## config.mk

```make
export PLATFORM = sky130hd
export DESIGN_NAME = aes_test_sequencer
export DESIGN_NICKNAME = d
export VERILOG_FILES = /design/src/rtl/aes_test_sequencer.sv
export SDC_FILE = /design/constraint.sdc
export NUM_CORES = 1
export LEC_CHECK = 0
export CORE_ASPECT_RATIO = 0.9
export CORE_UTILIZATION = 50
export DETAILED_ROUTE_END_ITERATION = 16
export PLACE_DENSITY_LB_ADDON = 0.1
export SLEW_MARGIN = 10
export SYNTH_ARGS = -nofsm -noshare
export SYNTH_HDL_FRONTEND = slang
export SYNTH_SLANG_ARGS = --single-unit
```

## constraint.sdc

```tcl
create_clock -name clk -period 3.78 [get_ports clk]
set_input_delay 0.567 -clock clk [delete_from_list [all_inputs] [get_ports clk]]
set_output_delay 0.567 -clock clk [all_outputs]
set_load 0.02 [all_outputs]
```

## src/rtl/aes_test_sequencer.sv

```systemverilog
// Run controller for the AES verification platform: decodes UART command bytes,
// drives work/enc, bounds test campaigns and aborts stalled runs.
module aes_test_sequencer #(
    parameter int CLK_FREQ    = 50_000_000,
    parameter int TIMEOUT_CYC = 5_000_000
) (
    input  logic        clk,
    input  logic        rst_n,
    input  logic [7:0]  rx_data,
    input  logic        rx_valid,
    input  logic        vec_done,
    output logic        work,
    output logic        enc,
    output logic [31:0] limit,
    output logic [31:0] run_cnt,
    output logic        done,
    output logic        stalled,
    output logic        err_cmd
);

    if (TIMEOUT_CYC < 2 || CLK_FREQ < 1) begin : g_param_check
        $error("aes_test_sequencer: TIMEOUT_CYC must be >= 2");
    end

    localparam logic [7:0]  CMD_S   = 8'h53;
    localparam logic [7:0]  CMD_E   = 8'h45;
    localparam logic [7:0]  CMD_D   = 8'h44;
    localparam logic [7:0]  CMD_N   = 8'h4E;
    localparam logic [7:0]  CMD_P   = 8'h50;
    localparam logic [31:0] WD_LAST = 32'(TIMEOUT_CYC - 1);

    typedef enum logic [2:0] {
        IDLE,
        RUN,
        LD3,
        LD2,
        LD1,
        LD0
    } state_t;

    state_t      state, state_n;
    logic [31:0] wd, wd_n;
    logic [23:0] shadow, shadow_n;
    logic        work_n, enc_n, done_n, stalled_n, err_n;
    logic [31:0] limit_n, cnt_n;

    logic        is_s, is_e, is_d, is_n, is_p;
    logic [31:0] cnt_inc;
    logic        hit;
    logic        wd_last;

    assign is_s = (rx_data == CMD_S);
    assign is_e = (rx_data == CMD_E);
    assign is_d = (rx_data == CMD_D);
    assign is_n = (rx_data == CMD_N);
    assign is_p = (rx_data == CMD_P);

    assign cnt_inc = (run_cnt == 32'hFFFF_FFFF) ? run_cnt : run_cnt + 32'd1;
    // 33-bit compare so a saturated count never matches a wrapped limit
    assign hit     = (limit != 32'd0) &&
                     (({1'b0, run_cnt} + 33'd1) == {1'b0, limit});
    assign wd_last = (wd == WD_LAST);

    always_comb begin
        state_n   = state;
        wd_n      = wd;
        shadow_n  = shadow;
        work_n    = work;
        enc_n     = enc;
        limit_n   = limit;
        cnt_n     = run_cnt;
        done_n    = 1'b0;
        stalled_n = stalled;
        err_n     = 1'b0;
        unique case (state)
            IDLE: begin
                wd_n = 32'd0;
                if (rx_valid) begin
                    unique case (1'b1)
                        is_s: begin
                            cnt_n     = 32'd0;
                            stalled_n = 1'b0;
                            work_n    = 1'b1;
                            state_n   = RUN;
                        end
                        is_e:    enc_n   = 1'b1;
                        is_d:    enc_n   = 1'b0;
                        is_n:    state_n = LD3;
                        is_p:    ;
                        default: err_n   = 1'b1;
                    endcase
                end
            end
            RUN: begin
                wd_n = wd + 32'd1;
                if (vec_done) begin
                    cnt_n = cnt_inc;
                    wd_n  = 32'd0;
                end
                if (vec_done && hit) begin
                    work_n  = 1'b0;
                    done_n  = 1'b1;
                    state_n = IDLE;
                end else begin
                    if (rx_valid) begin
                        unique case (1'b1)
                            is_p: begin
                                work_n  = 1'b0;
                                state_n = IDLE;
                            end
                            is_s: begin
                                cnt_n = 32'd0;
                                wd_n  = 32'd0;
                            end
                            default: err_n = 1'b1;
                        endcase
                    end
                    // a progress pulse or stop/restart byte rescues the run
                    if (!vec_done && wd_last &&
                        !(rx_valid && (is_p || is_s))) begin
                        work_n    = 1'b0;
                        stalled_n = 1'b1;
                        state_n   = IDLE;
                    end
                end
            end
            LD3, LD2, LD1, LD0: begin
                wd_n = wd + 32'd1;
                if (rx_valid) begin
                    shadow_n = {shadow[15:0], rx_data};
                    wd_n     = 32'd0;
                    unique case (state)
                        LD3:     state_n = LD2;
                        LD2:     state_n = LD1;
                        LD1:     state_n = LD0;
                        default: begin
                            limit_n = {shadow, rx_data};
                            state_n = IDLE;
                        end
                    endcase
                end else if (wd_last) begin
                    err_n   = 1'b1;
                    state_n = IDLE;
                end
            end
            default: begin
                work_n  = 1'b0;
                state_n = IDLE;
            end
        endcase
    end

    always_ff @(posedge clk or negedge rst_n) begin
        if (!rst_n) begin
            state   <= IDLE;
            wd      <= 32'd0;
            shadow  <= 24'd0;
            work    <= 1'b0;
            enc     <= 1'b1;
            limit   <= 32'd0;
            run_cnt <= 32'd0;
            done    <= 1'b0;
            stalled <= 1'b0;
            err_cmd <= 1'b0;
        end else begin
            state   <= state_n;
            wd      <= wd_n;
            shadow  <= shadow_n;
            work    <= work_n;
            enc     <= enc_n;
            limit   <= limit_n;
            run_cnt <= cnt_n;
            done    <= done_n;
            stalled <= stalled_n;
            err_cmd <= err_n;
        end
    end

endmodule

```

==> Word-level counts from Yosys, hierarchy flattened <==
Index checks and enable logic that the tools add are counted.
Widths: inputs -> output; s select.
{ "classes": {"n_mux": 47, "bitwise": 2, "n_addsub": 3, "reduce_logical": 24, "eq_ne": 21} }
{ "ops": {"columns": ["op", "count"], "rows": [
  ["$mux 32", 12],
  ["$pmux 32 s3", 1],
  ["$add 32x1->32 const B", 2],
  ["$pmux 32 s2", 1],
  ["$eq 8x7->1 const B", 5],
  ["$add 32x1->33 const B", 1],
  ["$eq 33x32->1", 1],
  ["$eq 32x23->1 const B", 1],
  ["$eq 32x32->1 const B", 1],
  ["$reduce_bool 32->1", 1],
  ["$mux 3", 7],
  ["$mux 1", 19],
  ["$pmux 3 s3", 2],
  ["$reduce_and 5->1", 3],
  ["$reduce_and 3->1", 3],
  ["$ne 2x2->1 const B", 4],
  ["$ne 4x4->1 const B", 2],
  ["$eq 3x2->1 const B", 2],
  ["$eq 3x3->1 const B", 2],
  ["$ne 3x3->1 const B", 2],
  ["$pmux 1 s3", 2],
  ["$pmux 3 s2", 1],
  ["$logic_and 1x1->1", 5],
  ["$reduce_or 5->1", 1],
  ["other kinds (12)", 16]
]} }
{ "totals": {"out_inout_bits": 69, "register_bits": 128, "wordCells": 107, "in_bits": 12} }

==> Logic depth before layout (Yosys ltp) <==
{ "depth": {"ltp_word": 8, "depth_mapped": 15, "ltp_nobuf": 11} }

==> Worst setup path before layout <==
No wires, ideal clock.
{ "synth_timing": {"path_type": "register to register", "startpoint": "reg run_cnt[0]", "endpoint": "reg state[0]", "slack_ps": 345, "period_less_slack_ps": 3435, "path_stages_with_launch": 14, "required_ps": 3655, "arrival_ps": 3310, "cell_sequence": "dfrtp_1 > ha_1 > buf_2 > nand4_2 > nor4_4 > a21boi_2 > or4_1 > a2111oi_0 > and4b_1 > and3_1 > buf_6 > o21ai_2 > a21oi_1 > mux2_2"} }
{ "synth_between": {"elab_chain_len": 6, "elab_cells_between_ends": 9} }
{ "synth_rtl": {"columns": ["element", "line_no", "rtl"], "rows": [
  ["start, declared", "15", "output logic [31:0] run_cnt,"],
  ["start signal, assigned", "172", "run_cnt <= cnt_n;"],
  ["$add 32x1->33 *", "61", "(({1'b0, run_cnt} + 33'd1) == {1'b0, limit});"],
  ["$eq 33x32->1 *", "61", null],
  ["$logic_and 1x1->1 *", "60", "assign hit = (limit != 32'd0) &&"],
  ["$logic_and 1x1->1 *", "100", "if (vec_done && hit) begin"],
  ["$ne 4x4->1 (no line) or $mux 3 (tied branches)", null, null],
  ["$reduce_and 5->1 (no line) or $pmux 3 s3 (tied branches)", null, null],
  ["end signal, assigned", "166", "state <= state_n;"],
  ["end, declared", "41", "state_t state, state_n;"]
]} }
Every way passes the cells marked *; elsewhere a longest branch is shown, timed or not.
A chain may end at the register's enable or synchronous reset.

==> Worst setup path after layout <==
{ "layout_timing": {"startpoint": "reg run_cnt[21]", "endpoint": "reg state[0]"} }
Same word-level chain as after synthesis.

==> results.md <==
* Clock skew at 0.0113 ns
* Power Density at 620 nW/µm²
* H-tree depth at 4
* Vias at 6895
* Post-Syn Area at 7560 µm²
* Max Cap Viol at 0
* Slowest-stage cell, CP: dfrtp_1
* HP Class: input pin to asynchronous set/reset pin
* Synth Instances at 814
* Mapped Nets at 832
* Total CTS buffers at 17
* Leak pwr at 3.93 nW
* DR WL/cell at 19.8 µm
* Final Cell Area at 9320 µm²
* Vias in the first global route at 6625
* Iteration-0 DRC Markers at 555
* Top cells by area, synth: dfrtp_1 42%, mux2_2 8.9%, o21ai_0 4.4%
* Post-synth EDFFs at 0
* Die span in x at 132 µm
* Drt drc at 0
* Final total power at 5.77 mW
* TritonCTS clock tree: yes
* Ys flop type: dfrtp_1
* Register area share after synthesis at 42.4%
* Outcome: completed
* Worst skew pair latency at 0.43 ns
* ANT nets after route at 0
* Final wirelength at 22000 µm
* Clock transition at the registers of the reported paths at 0.07 ns
* Critical Path Start Type: register
* Grt ovf at 0
* RSZ-0062 raised after global routing: false
* Synth top area share at 42.0%
* Synth area leader: dfrtp_1
* Post_cts resized at 0
* Crit-path leading delay family: simple AND/OR/NAND/NOR gates
* Peak supply drop at 0.480 mV
* First-pass DRT Iterations at 5
* Worst Path Class, Setup: register to register
* R2R setup slack at 0.23 ns
* Area after DPL at 8710 µm²
* Crit Path Max Fanout at 10
* GRT Resource Usage Total at 29.5%
* Post-CTS Setup Bufs at 0
* Crit share post-route at 93.8%
* Largest net degree at the start of global routing at 68
* Antenna violations before repair at 0
* Syn Area/Cell at 9.29 µm²
* Max-slew violations at 0
* Fmax achieved at 0.282 GHz
* Clock Root Buffer: clkbuf_16
* Final hold vios at 0
* Share of layout cells above drive strength 1 at 17.0%
* Setup TNS at 0 ns
* Initial core utilization at 51.2%
* GP Congestion at 0.918
* Synth warn at 0
* I/O pin count at 81
* CP cell instances: nand4_1, nor3_1, a21boi_2, or4_1, a2111oi_0, and4b_1, and3_2, o21ai_4, a21oi_1, mux2_2
* Post-synth ARST share at 100%
* Synthesis-to-finish area growth at 23.2%
* Port Buffer Count at 80
* CP bufs+invs at 0
* Full die area at 15600 µm²
* Netlist cell types at 71
* Critical Path End Type: register
* Worst-margin pin slew at 0.844 ns
* Core area at 14800 µm²
* Relative slew slack at 43.7%
* Post-DR vias/cell at 6.21
* Row count at 42
* First-pass GRT wire length at 35700 µm
* Arr. time, crit path at 3.87 ns
* Worst path max stage delay at 0.53 ns
* # setup viols final at 0
* Fin nets at 917
* CTS sink cnt at 128
* Diode count at 0
* Post-CTS Hold Buffers at 0
* Die height at 119 µm
* CP required at 4.10 ns
* Register bit count reported by yosys at 128
* Fin crit period at 3.55 ns
* Detailed Place HPWL at 15700 µm
* Max clock buf depth at 2
-- routing by layer --
| layer | up-vias | routed length, µm | GRT usage, % |
|---|---|---|---|
| met5 | - | 0 | 0 |
| met2 | 281 | 9640 | 42.9 |
| li1 | 3168 | - | - |
| met1 | 3401 | 10100 | 42.2 |
| met4 | 0 | 552 | 12.0 |
| met3 | 45 | 1750 | 6.61 |
-- worst paths after layout --
kind                       depth (start not counted)         end   startpoint
setup / recovery                                  10    state[0]  run_cnt[21]
hold / removal                                     1      wd[27]        rst_n
setup reg to reg                                  10    state[0]  run_cnt[21]
hold reg to reg                                    1  shadow[19]   shadow[19]
max in group asynchronous                          2         enc        rst_n
min in group clk                                   1  shadow[19]   shadow[19]
-- Yosys cell counts, types with 20 or more instances --
library cell / number
dfrtp_1: 127
nor2_1: 61
a21oi_1: 32
nand3_1: 33
clkbuf_1: 29
nand2_1: 74
and3_1: 22
mux2_2: 60
nor4_1: 31
xor2_1: 21
or3_1: 20
o21ai_0: 66
nor3_1: 25
xnor2_1: 24
a31oi_1: 22
-- cells in the final DEF (no fill, tap or decap), drive strengths merged, types with 3 or more instances in the layout --
master and instances:
a211oi 4, a21o 14, a21oi 32, a31oi 22
and3 23, and3b 3, and4 5, buf 38
clkbuf 17, clkdlybuf4s50 79, clkinv 6, dfrtp 127
ha 6, inv 20, mux2 60, nand2 74
nand2b 6, nand3 33, nand3b 3, nand4 18
nor2 61, nor3 25, nor3b 5, nor4 33
nor4b 3, o21ai 71, o22a 3, o31ai 9
or2 5, or3 20, or4 6, xnor2 24
xor2 21
-- flip-flops by register name, summed over array words and instances (netlist names) --
signal   cells
done         1
enc          1
limit       32
shadow      24
err_cmd      1
work         1
wd          32
state        3
stalled      1
run_cnt     32
-- report_power, final --
part | switching, mW | internal [mW]
Clock | 0.743 | 0.887
Combinational | 1.08 | 0.963
Sequential | 0.426 | 1.67
Total | 2.25 | 3.52
-- cell type report --
class                           instances  area [µm²]
Clock inverter                         15         170
Multi-Input combinational cell        623        4100
Tap cell                              198         248
Sequential cell                       128        3200
Clock buffer                           17         425
Timing Repair Buffer                  117        1130
Fill cell                            1231        5450
Inverter                               12        45.0
-- per-stage QoR --
stage | hold WS [ns] | utilization, % | instances | worst slack, ns
6_report | 0.235 | 63.1 | 1110 | 0.235
5_1_grt | 0.297 | 63.1 | 1110 | 0.0337
4_1_cts | 0.265 | 63.0 | 1110 | 0.150
3_5_place_dp | 0.488 | 59.0 | 1078 | 0.161
3_3_place_gp | 0.483 | 59.0 | 1078 | 0.178
2_1_floorplan | 0.271 | - | 814 | 0.345
-- cells by family after synthesis --
logic type      count (synthesis)  share of synthesized area (%)
buf+inv                        63                           3.72
xor+xnor                       45                           5.21
compound gates                177                           14.6
flops                         128                           42.4
mux                            62                           9.20
fa+ha+maj                       6                          0.993
simple gates                  333                           23.9
Power figures use the tool's default switching activity.
